### src/rtl/rv_stim_pkg.sv
// Shared definitions for the RV32I constrained-random instruction source:
// opcodes, the idle NOP word, instruction classes and FSM states.
package rv_stim_pkg;

  localparam logic [6:0]  OPC_OP_IMM = 7'h13;
  localparam logic [6:0]  OPC_OP     = 7'h33;
  localparam logic [6:0]  OPC_LUI    = 7'h37;
  localparam logic [31:0] NOP_INSTR  = 32'h00000013;

  typedef enum logic [1:0] {CLS_ITYPE, CLS_RTYPE, CLS_LUI} cls_e;
  typedef enum logic [1:0] {IDLE, RUN, DONE} state_e;

  // Map the two random class bits onto an enabled class. Code 3 folds onto
  // ITYPE, a disabled pick falls back to the lowest enabled class, and an
  // all-zero mask is treated as ITYPE-only so the generator never stalls.
  function automatic cls_e pick_class(input logic [1:0] cls_bits,
                                      input logic [2:0] mask);
    logic [2:0] eff;
    cls_e       want;
    logic       enabled;
    eff = (mask == 3'b000) ? 3'b001 : mask;
    case (cls_bits)
      2'd1:    want = CLS_RTYPE;
      2'd2:    want = CLS_LUI;
      default: want = CLS_ITYPE;
    endcase
    case (want)
      CLS_RTYPE: enabled = eff[1];
      CLS_LUI:   enabled = eff[2];
      default:   enabled = eff[0];
    endcase
    if (!enabled) begin
      if (eff[0])      want = CLS_ITYPE;
      else if (eff[1]) want = CLS_RTYPE;
      else             want = CLS_LUI;
    end
    return want;
  endfunction

endpackage

### src/rtl/rv_stim_lfsr.sv
// 36-bit Fibonacci LFSR that feeds the instruction encoder. It only moves
// when the consumer accepts a word, so a stalled word stays stable.
module rv_stim_lfsr
  import rv_stim_pkg::*;
#(
  parameter logic [35:0] SEED = 36'd649
) (
  input  logic        clk,
  input  logic        reset,
  input  logic        adv,
  output logic [35:0] r
);

  // An all-zero state would lock the register, so a zero seed becomes 1.
  localparam logic [35:0] SEED_VAL = (SEED == 36'd0) ? 36'd1 : SEED;

  // Reseed on reset, otherwise shift in the r[35]^r[24] feedback per accept.
  always_ff @(posedge clk or posedge reset) begin
    if (reset)    r <= SEED_VAL;
    else if (adv) r <= {r[34:0], r[35] ^ r[24]};
  end

endmodule

### src/rtl/rv_instr_stim_gen.sv
// Constrained-random RV32I instruction source with valid/ready handshake and
// a bounded per-run instruction count. Optional feature macro:
// HAZARD_BIAS_EN - bias rs1 towards the last accepted rd to provoke RAW hazards.
module rv_instr_stim_gen
  import rv_stim_pkg::*;
#(
  parameter int          WORD_SIZE = 32,
  parameter int          NUM_REGS  = 32,
  parameter logic [35:0] SEED      = 36'd649,
  parameter int          NUM_INSTR = 64
) (
  input  logic                 clk,
  input  logic                 reset,
  input  logic                 start,
  input  logic [2:0]           class_mask,
  output logic                 instr_valid,
  input  logic                 instr_ready,
  output logic [WORD_SIZE-1:0] instr,
  output logic [15:0]          instr_cnt,
  output logic                 done
);

  localparam int REG_W = $clog2(NUM_REGS);

  state_e          state_q, state_d;
  logic [15:0]     cnt_q, cnt_d;
  logic [2:0]      mask_q, mask_d;
  logic [35:0]     r;
  logic            accept;
  logic [16:0]     cnt_inc;
  logic [REG_W-1:0] rd, rs1, rs2;
  logic [2:0]      f3;
  logic [11:0]     imm, imm_legal;
  logic [6:0]      f7;
  cls_e            cls;
  logic [WORD_SIZE-1:0] word;
  logic            unused_hi;

  assign instr_valid = (state_q == RUN);
  assign done        = (state_q == DONE);
  assign instr_cnt   = cnt_q;
  assign accept      = instr_valid && instr_ready;
  assign cnt_inc     = {1'b0, cnt_q} + 17'd1;
  assign unused_hi   = ^r[35:32];

  rv_stim_lfsr #(.SEED(SEED)) u_lfsr (
    .clk   (clk),
    .reset (reset),
    .adv   (accept),
    .r     (r)
  );

  // State, run counter and the class mask captured at start.
  always_ff @(posedge clk or posedge reset) begin
    if (reset) begin
      state_q <= IDLE;
      cnt_q   <= '0;
      mask_q  <= 3'b001;
    end else begin
      state_q <= state_d;
      cnt_q   <= cnt_d;
      mask_q  <= mask_d;
    end
  end

  // Next-state logic: start is honoured only from IDLE/DONE; RUN counts
  // accepts and ends the run when the configured count is reached.
  always_comb begin
    state_d = state_q;
    cnt_d   = cnt_q;
    mask_d  = mask_q;
    case (state_q)
      IDLE, DONE: begin
        if (start) begin
          state_d = RUN;
          cnt_d   = '0;
          mask_d  = class_mask;
        end
      end
      RUN: begin
        if (accept) begin
          if (cnt_q != 16'hFFFF) cnt_d = cnt_inc[15:0];
          if ((NUM_INSTR != 0) && (cnt_inc == 17'(NUM_INSTR))) state_d = DONE;
        end
      end
      default: state_d = IDLE;
    endcase
  end

`ifdef HAZARD_BIAS_EN
  logic [REG_W-1:0] last_rd;

  // Remember the destination of the last accepted word for rs1 biasing.
  always_ff @(posedge clk or posedge reset) begin
    if (reset)       last_rd <= '0;
    else if (accept) last_rd <= rd;
  end
`endif

  // Decode LFSR fields into a legal word of the selected class; NOP when idle.
  always_comb begin
    rd        = r[REG_W-1:0];
    rs1       = r[5 +: REG_W];
    rs2       = r[10 +: REG_W];
    f3        = r[17:15];
    imm       = r[29:18];
    imm_legal = imm;
    f7        = 7'h00;
    word      = NOP_INSTR;
`ifdef HAZARD_BIAS_EN
    if (r[33:32] == 2'b00) rs1 = last_rd;
`endif
    cls = pick_class(r[31:30], mask_q);
    case (cls)
      CLS_ITYPE: begin
        if (f3 == 3'd1)      imm_legal = imm & 12'h01F;
        else if (f3 == 3'd5) imm_legal = imm & 12'h41F;
        word = {imm_legal, rs1, f3, rd, OPC_OP_IMM};
      end
      CLS_RTYPE: begin
        if (r[29] && ((f3 == 3'd0) || (f3 == 3'd5))) f7 = 7'h20;
        word = {f7, rs2, rs1, f3, rd, OPC_OP};
      end
      CLS_LUI:  word = {r[31:12], rd, OPC_LUI};
      default:  word = NOP_INSTR;
    endcase
    instr = instr_valid ? word : NOP_INSTR;
  end

endmodule

### config.mk
export PLATFORM = sky130hd
export DESIGN_NAME = rv_instr_stim_gen
export DESIGN_NICKNAME = d
export VERILOG_FILES = /design/src/rtl/rv_stim_pkg.sv /design/src/rtl/rv_stim_lfsr.sv /design/src/rtl/rv_instr_stim_gen.sv
export SDC_FILE = /design/constraint.sdc
export NUM_CORES = 1
export LEC_CHECK = 0
export CORE_MARGIN = 2
export CORE_UTILIZATION = 35
export CTS_CLUSTER_SIZE = 24
export DETAILED_ROUTE_END_ITERATION = 16
export PLACE_DENSITY = 0.54
export SLEW_MARGIN = 20
export SYNTH_ARGS = -nofsm -noshare
export SYNTH_HDL_FRONTEND = slang
export SYNTH_SLANG_ARGS = --single-unit
### constraint.sdc
create_clock -name clk -period 5.08 [get_ports clk]
set_input_delay 1.524 -clock clk [delete_from_list [all_inputs] [get_ports clk]]
set_output_delay 1.524 -clock clk [all_outputs]
set_load 0.1 [all_outputs]
==> impl_metrics.py <==
metrics = {
    "status": {
        "outcome": "complete, no violations",
    },
    "grt": {
        "grtUsageTotal_pct": 16.1,
        "grt_max_degree": 39,
        "antenna_found_initial": 0,
        "grt-ovfl-total": 0,
        "grt_pass1_vias": 2545,
        "grt_pass1_wl_um": 12600,
    },
    "floorplan": {
        "dieArea_mm2": 0.0102,
        "die_height_um": 101,
        "core_mm2": 0.00915,
        "fp.dieW_um": 101,
        "initial_utilization_pct": 35.8,
        "rows": 35,
        "num_io_pins": 57,
    },
    "timing": {
        "max_slew_margin_pct": 34.8,
        "finalHoldViolations": 0,
        "finalWorstPathRequiredPeriod_ns": 4.78,
        "setup_viol": 0,
        "rsz0062_at_grt": "no",
        "post-route-period-util_pct": 94.1,
        "fin_ws_ns": 0.299,
        "worstMarginPinSlew_ns": 0.974,
        "skew_ns": 0.00870,
        "maxSlewViolCount": 0,
        "setup-tns-final_ns": 0,
        "maxClockFrequency_ghz": 0.209,
        "whs_ns": 0.478,
    },
    "synth": {
        "avgSynthCellArea_um2": 10.2,
        "yosysUniqueCellTypes": 49,
        "synth-seq-cells": 57,
        "synth_edf_count": 0,
        "synthArstFlopShare_pct": 100,
        "synth-main-ff-cell": "dfrtp_1",
        "yosysSeqAreaShare_pct": 43.7,
        "yosysWarnings": 0,
        "synthCells": 322,
        "synth_area_mm2": 0.00328,
    },
    "detailed_routing": {
        "ant_nets": 0,
        "via_per_inst": 5.38,
        "drt_wl_total_um": 7520,
        "vias": 2564,
        "wl_per_cell_um": 15.8,
        "drc": 0,
        "drtPass1Iterations": 6,
        "first_iter_violations": 148,
    },
    "clock_tree": {
        "clk_pin_slew_ns": 0.06,
        "insertion_delay_ns": 0.34,
        "cts_buffers": 9,
        "cts_tree": "built",
        "ctsRootBufferMaster": "clkbuf_8",
        "cts_max_path_buffers": 2,
        "cts-htree-levels": 3,
        "clkSinkCount": 57,
        "post_cts_buffers": 0,
    },
    "worst_setup_path": {
        "cpPeakStageDelay_ns": 0.40,
        "worstSetupPathType": "reg -> out",
        "crit_chain": "inv_1 -> ha_1 -> a221oi_1 -> a21o_1 -> mux2i_2 -> inv_1 -> ha_1 -> or2_2 -> nor2_1 -> nor2_2 -> and2_1 -> buf_12",
        "cp_data_required_time_ns": 3.56,
        "slowest_stage": "dfrtp_1",
        "worstPathMaxFanout": 9,
        "crit_path_end_kind": "output port",
        "startpoint_type": "flip-flop",
        "crit_family": "simple AND/OR/NAND/NOR gates",
        "crit_buf_inv": 3,
        "arrival_ns": 3.26,
    },
    "pwr": {
        "vdd_drop_max_uv": 127,
        "powerDensity_mw_per_mm2": 375,
        "p_leak_nw": 1.86,
        "power_mw": 1.59,
    },
    "job": {
        "cap_violations": 0,
    },
    "cells_and_area": {
        "final_area_mm2": 0.00425,
        "syn2layout_area_growth_pct": 29.5,
        "drive_gt1_share_pct": 27.0,
        "nets": 377,
        "diodes": 0,
        "fillerInstances": 872,
    },
    "place": {
        "place_congestion": 0.794,
        "pre_cts_slack_ns": 0.391,
        "port_buffers": 51,
        "hpwl_um": 5220,
        "placed_area_mm2": 0.00403,
    },
    "hold_path": {
        "min_path_type": "reg -> reg",
    },
}
[flip-flops by register name (all words and copies together), names as in the netlist]
register / cells
mask_q: 3
u_lfsr.r: 36
state_q: 2
instr_cnt: 16
[layer usage]
metal,GRT usage [%],share of wire (%)
met1,22.5,47
met2,23.8,47
met3,3.68,4.9
met4,6.85,1.7
met5,0,0
[cells in the mapped netlist (2+ instances only)]
cell type / instances / area, um2
a222oi_1: 5 / 50.1
o41ai_1: 2 / 17.5
ha_1: 9 / 113
xor2_1: 6 / 52.6
dfrtp_1: 52 / 1300
xnor2_1: 7 / 61.3
inv_1: 8 / 30.0
nand3_1: 10 / 50.1
a22oi_1: 14 / 105
o21ai_0: 22 / 110
a21oi_1: 4 / 20.0
dfstp_2: 5 / 131
and2_1: 9 / 56.3
mux2i_1: 3 / 30.0
nand4_1: 6 / 37.5
buf_6: 4 / 45.0
buf_2: 6 / 30.0
o31ai_1: 5 / 37.5
mux2_2: 36 / 405
and4_1: 2 / 17.5
nand2_1: 19 / 71.3
and3_1: 2 / 12.5
nor3_1: 3 / 15.0
nor2_1: 33 / 124
a31oi_1: 2 / 12.5
clkbuf_1: 10 / 37.5
or2_2: 2 / 12.5
nand2b_1: 3 / 18.8
conb_1: 2 / 7.51
nor2b_1: 4 / 25.0
buf_4: 9 / 67.6
[tightest hold or removal path: stages (launching register included)]
cell     delay, ns
dfrtp_1       0.34
nand2_1       0.04
o21ai_0       0.05
[cells in the final DEF, fill, tap and decap left out, types with 5 or more instances in the layout]
| master | instances |
|---|---|
| dfrtp_1 | 52 |
| mux2_2 | 36 |
| nor2_1 | 32 |
| buf_12 | 25 |
| clkdlybuf4s50_1 | 24 |
| o21ai_0 | 22 |
| nand2_1 | 19 |
| a22oi_1 | 14 |
| clkbuf_8 | 12 |
| nand3_1 | 10 |
| and2_1 | 9 |
| ha_1 | 8 |
| inv_1 | 7 |
| xnor2_1 | 7 |
| nand4_1 | 6 |
| xor2_1 | 6 |
| o31ai_1 | 5 |
| a222oi_1 | 5 |
| conb_1 | 5 |
| dfstp_2 | 5 |
| buf_4 | 5 |
[repair_timing]
item | CTS | global route
gates resized for setup | 0 | 4
setup endpoints to repair | 0 | 15
hold buffers | 0 | 0
[power breakdown]
part	leakage [nW]	internal [mW]	switching, mW
registers	0.762	0.496	0.0724
clock network	0.107	0.266	0.180
logic	0.994	0.186	0.392
total	1.86	0.949	0.644
[stage by stage]
step,instances,utilization (%)
after floorplan,325,-
after global placement,461,44.0
after detailed placement,461,44.0
after CTS,477,46.3
after global routing,477,46.4
final,477,46.4
[final timing paths]
path	from	end	slack [ns]	cells after the start
min	u_lfsr.r[32]	u_lfsr.r[32]	0.48	2
min in group asynchronous	reset	u_lfsr.r[4]	1.67	2
max	u_lfsr.r[30]	instr[7]	0.30	12
max reg2reg	instr_cnt[0]	instr_cnt[8]	2.25	7
max in group asynchronous	reset	mask_q[0]	2.57	3
min reg2reg	u_lfsr.r[32]	u_lfsr.r[32]	0.48	2
[cell type report]
type                    instances  area [um2]  area share [%]
multi-input cells             231        1660            39.1
flip-flops and latches         57        1430            33.7
repair buffers                 54         778            18.3
clock buffers                  14         173            4.07
well taps                     111         139            3.27
clock inverters                 2        35.0           0.825
inverters                       8        30.0           0.707
[kinds of logic (layout without fill, tap and decap cells)]
group,Yosys count,after routing,share of synthesized area [%]
xor+xnor,13,13,3.47
simple gates,103,103,16.3
other cells,2,5,0.229
mux,39,39,13.3
buf+inv,37,78,6.41
compound gates,62,62,13.1
fa+ha+maj,9,9,3.44
flops,57,57,43.7
(Power assumes the default switching activity.)
==> variant 1 (config.mk and constraints unchanged) <==
Build with the macro `HAZARD_BIAS_EN` defined.
--- a/src/rtl/rv_instr_stim_gen.sv
+++ b/src/rtl/rv_instr_stim_gen.sv
@@ -1,6 +1,8 @@
 // Constrained-random RV32I instruction source with valid/ready handshake and
 // a bounded per-run instruction count. Optional feature macro:
 // HAZARD_BIAS_EN - bias rs1 towards the last accepted rd to provoke RAW hazards.
+`define HAZARD_BIAS_EN
+
 module rv_instr_stim_gen
   import rv_stim_pkg::*;
 #(
Check against the original RTL: not equivalent (a bounded check fails within 4 cycles, from zero or initial values and one cycle with reset high).
==> variant 1 against the unedited design <==
- hold slack gained 0.0037 ns
- critical path type unchanged
- design area rose by 3.4%
- clock power down 1%
- worst setup slack better by 0.0052 ns
- global-route usage rose by 1.1 points
- synthesized area grew 3.5%
- sequential share of layout area decreased by 0.53 points
- total power shrank 16%
- sequential cell count rose by 1
- routed wire length grew 8.6%
==> variant 1: results (changes against the unedited design) <==
Status: finished, final reports clean (unchanged)
Sequential Power Share: 0.395 (was 0.357)
Area Overhead vs Synth: 29.3% (was 29.5%)
Post-Place Cells: 513 (was 461)
Fin Clk Skew: 0.00954 ns (was 0.00870 ns)
Net Switching: 520 µW (was 644 µW)
Post-Synthesis Cells: 357 (was 322)
Routed vias/inst: 5.28 (was 5.38)
Min-delay worst type: register to register (unchanged)
Number of global-route vias before repair: 2740 (was 2545)
Ant diodes: 0 (unchanged)
Register bit total from synthesis: 58 (was 57)
WL per Instance: 15.4 µm (was 15.8 µm)
DP Worst Slack: 0.425 ns (was 0.391 ns)
Area after DPL: 0.00417 mm² (was 0.00403 mm²)
Sequential area share after synthesis: 0.430 (was 0.437)
Commonest cells post-synth: dfrtp_1 (53), nand2_1 (36), nor2_1 (35) (was dfrtp_1 (52), mux2_2 (36), nor2_1 (33))
Largest net degree at the start of global routing: 43 (was 39)
Drt initial violations: 135 (was 148)
Signal buffers share of area: 0.177 (was 0.183)
Fin cells: 529 (was 477)
Clock buf/inv share: 0.0465 (was 0.0489)
Non-clock inverters: 7 (was 8)
Critical path arrival: 3.25 ns (was 3.26 ns)
Max reg flops: 33 (was 36)
Clk pwr: 440 µW (was 446 µW)
Slew headroom: 0.346 (was 0.348)
Non-clk bufs: 54 (unchanged)
First-pass iteration count of the detailed router: 5 (was 6)
P_leak: 0.00189 µW (was 0.00186 µW)
Nets@finish: 412 (was 377)
Routability Congestion: 0.805 (was 0.794)
Synth top area cells: dfrtp_1 (39%), mux2_2 (11%), nand2_1 (4.0%), dfstp_2 (3.9%), nor2_1 (3.9%) (was dfrtp_1 (40%), mux2_2 (12%), dfstp_2 (4.0%), nor2_1 (3.8%), ha_1 (3.4%))
CP Max Fanout: 11 (was 9)
Number of fill cells: 912 (was 872)
Number of clock buffers in the layout: 10 (was 14)
Clk buf depth: 2 (unchanged)
Clk pin slew, worst setup/hold paths: 0.08 ns (was 0.06 ns)
GRT Util Overall: 0.172 (was 0.161)
Area of the multi-input gates: 0.00176 mm² (was 0.00166 mm²)
VDD IR max: 0.425 mV (was 0.127 mV)
First-pass GRT wire length: 13.9 mm (was 12.6 mm)
Cell internal pwr: 820 µW (was 949 µW)
Layout cells sized above 1: 0.243 (was 0.270)
Post-CTS Resized: 0 (unchanged)
Reg with most FFs: u_lfsr.r (unchanged)
DP HPWL: 5.57 mm (was 5.22 mm)
Multi-input gates: 265 (was 231)
Register area: 0.00146 mm² (was 0.00143 mm²)
==> variant 1: critical path: stages, from the launching register on <==
cell,delay (ns)
dfrtp_1,0.41
inv_1,0.08
ha_1,0.31
a221oi_1,0.24
a21o_1,0.19
mux2i_2,0.33
inv_1,0.11
ha_1,0.35
nor2_1,0.35
a21oi_1,0.09
a21oi_1,0.17
nor2_1,0.09
buf_12,0.18
==> variant 1: kinds of logic (layout without fill, tap and decap cells) <==
group,Yosys count,count (layout),synth area share
AO/OA/AOI/OAI,85,85,0.159
XOR/XNOR,6,6,0.0155
adder cells (fa/ha/maj),10,10,0.0369
buffers and inverters,37,77,0.0597
flip-flops,58,58,0.430
multiplexers,36,36,0.118
other,2,5,0.00221
AND/OR/NAND/NOR,123,123,0.179
==> variant 1: layer usage <==
layer,wire (µm),GRT usage,up-vias,share of wire
met4,82,0.0554,0,0.010
met5,0,0,-,0
li1,-,-,1348,-
met2,3640,0.249,78,0.45
met1,3970,0.251,1361,0.49
met3,465,0.0410,4,0.057
==> variant 1: path summary, 6_finish.rpt <==
kind	slack [ns]	cells past startpoint	end	startpoint
worst max-delay path	0.30	12	instr[15]	u_lfsr.r[30]$_DFFE_PP0P_
worst min-delay path	0.48	2	u_lfsr.r[3]$_DFFE_PP1P_	u_lfsr.r[3]$_DFFE_PP1P_
worst max register to register	2.51	7	state_q[0]$_DFFE_PP0P_	instr_cnt[0]$_DFFE_PP0P_
worst min register to register	0.48	2	u_lfsr.r[3]$_DFFE_PP1P_	u_lfsr.r[3]$_DFFE_PP1P_
max in group asynchronous	2.61	3	u_lfsr.r[0]$_DFFE_PP1P_	reset
min in group asynchronous	1.60	2	u_lfsr.r[26]$_DFFE_PP0P_	reset
==> variant 2 (config.mk and constraints unchanged) <==
Made on the original files. Register the output `instr_cnt` once more; this adds one clock of latency there. The other outputs are not delayed to match.
--- a/src/rtl/rv_instr_stim_gen.sv
+++ b/src/rtl/rv_instr_stim_gen.sv
@@ -38,7 +38,9 @@
 
   assign instr_valid = (state_q == RUN);
   assign done        = (state_q == DONE);
-  assign instr_cnt   = cnt_q;
+  always_ff @(posedge clk) begin
+    instr_cnt <= cnt_q;
+  end
   assign accept      = instr_valid && instr_ready;
   assign cnt_inc     = {1'b0, cnt_q} + 17'd1;
   assign unused_hi   = ^r[35:32];
Check against the original RTL: not equivalent (a bounded check fails within 4 cycles, from zero or initial values and one cycle with reset high).
==> variant 2 against the unedited design <==
- synthesized area rose by 9.2%
- non-clock buffer count rose by 1
- routed wire length increased by 3.7%
- worst setup slack better by 0.0097 ns
- design area rose by 5.7%
- register-to-register slack worse by 0.02 ns
- sequential cell count up 16
- global-route usage decreased by 1.1 points
Power is not compared: it rests on default switching activity, and its combinational part moved more than twofold at a synthesized area within 25%.
==> variant 2: results (changes against the unedited design) <==
Status: finished, final reports clean (unchanged)
Worst r2r src: cnt_q[0]$_DFFE_PP0P_ (was instr_cnt[0]$_DFFE_PP0P_)
Period utilization: 0.939 (was 0.941)
Postcts setup bufs: 0 (unchanged)
Fin cells: 525 (was 477)
Slowest stage delay, CP: 0.43 ns (was 0.40 ns)
Hold Path Depth: 0 (was 2)
Area after DPL: 0.00430 mm² (was 0.00403 mm²)
Area Overhead vs Synth: 25.3% (was 29.5%)
Reg2reg setup slack: 2.23 ns (was 2.25 ns)
Post-Place Cells: 509 (was 461)
Clock buf/inv share: 0.0416 (was 0.0489)
Slew headroom: 0.351 (was 0.348)
Multi-input gates: 240 (was 231)
CP endpoint: instr[8] (was instr[7])
Share of synthesized registers carrying an async set or reset: 0.781 (was 1.00)
Sequential area share after synthesis: 0.490 (was 0.437)
Number of clock buffers in the layout: 10 (was 14)
Sequential share of cell area: 0.391 (was 0.337)
Vias: 2717 (was 2564)
DP Worst Slack: 0.675 ns (was 0.391 ns)
Number of global-route vias before repair: 2611 (was 2545)
FF+latch count: 73 (was 57)
Layout cells sized above 1: 0.247 (was 0.270)
Min-delay worst type: register to register (unchanged)
WL per Instance: 14.9 µm (was 15.8 µm)
GRT Util Overall: 0.149 (was 0.161)
Clk pin slew, worst setup/hold paths: 0.08 ns (was 0.06 ns)
Worst R2R End: cnt_q[6]$_DFFE_PP0P_ (was instr_cnt[8]$_DFFE_PP0P_)
Synth top area cells: dfrtp_1 (36%), mux2_2 (10%), dfxtp_1 (9.0%), nor2_1 (3.8%), dfstp_2 (3.7%) (was dfrtp_1 (40%), mux2_2 (12%), dfstp_2 (4.0%), nor2_1 (3.8%), ha_1 (3.4%))
Drt initial violations: 153 (was 148)
Non-clk bufs: 55 (was 54)
Routability Congestion: 0.815 (was 0.794)
Netlist cell types: 53 (was 49)
Fin Clk Skew: 0.0113 ns (was 0.00870 ns)
Number of fill cells: 911 (was 872)
First-pass GRT wire length: 13.2 mm (was 12.6 mm)
Area of the multi-input gates: 0.00168 mm² (was 0.00166 mm²)
Worst hold start: cnt_q[15]$_DFFE_PP0P_ (was u_lfsr.r[32]$_DFFE_PP0P_)
Post-CTS Resized: 0 (unchanged)
Commonest cells post-synth: dfrtp_1 (52), nor2_1 (36), mux2_2 (33) (was dfrtp_1 (52), mux2_2 (36), nor2_1 (33))
Min Hold Slack: 0.473 ns (was 0.478 ns)
Critical path arrival: 3.25 ns (was 3.26 ns)
-- variant 2: per-layer routing --
layer	vias to the layer above	track usage	part of all wire
li1	1306	-	-
met1	1349	0.202	0.48
met2	55	0.231	0.47
met3	7	0.0424	0.036
met4	0	0.0476	0.011
met5	-	0	0
-- variant 2: logic make-up after synthesis --
group,Yosys count,synth area share
and+or+nand+nor,115,0.172
DFF,73,0.490
AOI/OAI and AO/OA,70,0.135
muxes,35,0.109
buffers and inverters,33,0.0455
adders and majority gates,9,0.0315
xor gates and xnor gates,6,0.0147
other,2,0.00210
-- variant 2: power groups by stage --
stage	clock, µW	sequential (µW)	combinational, µW
detailed placement	0	638	196
global route	464	631	208
global placement	0	638	195
floorplan	0	696	99.8
finish	424	627	196
CTS	438	627	197
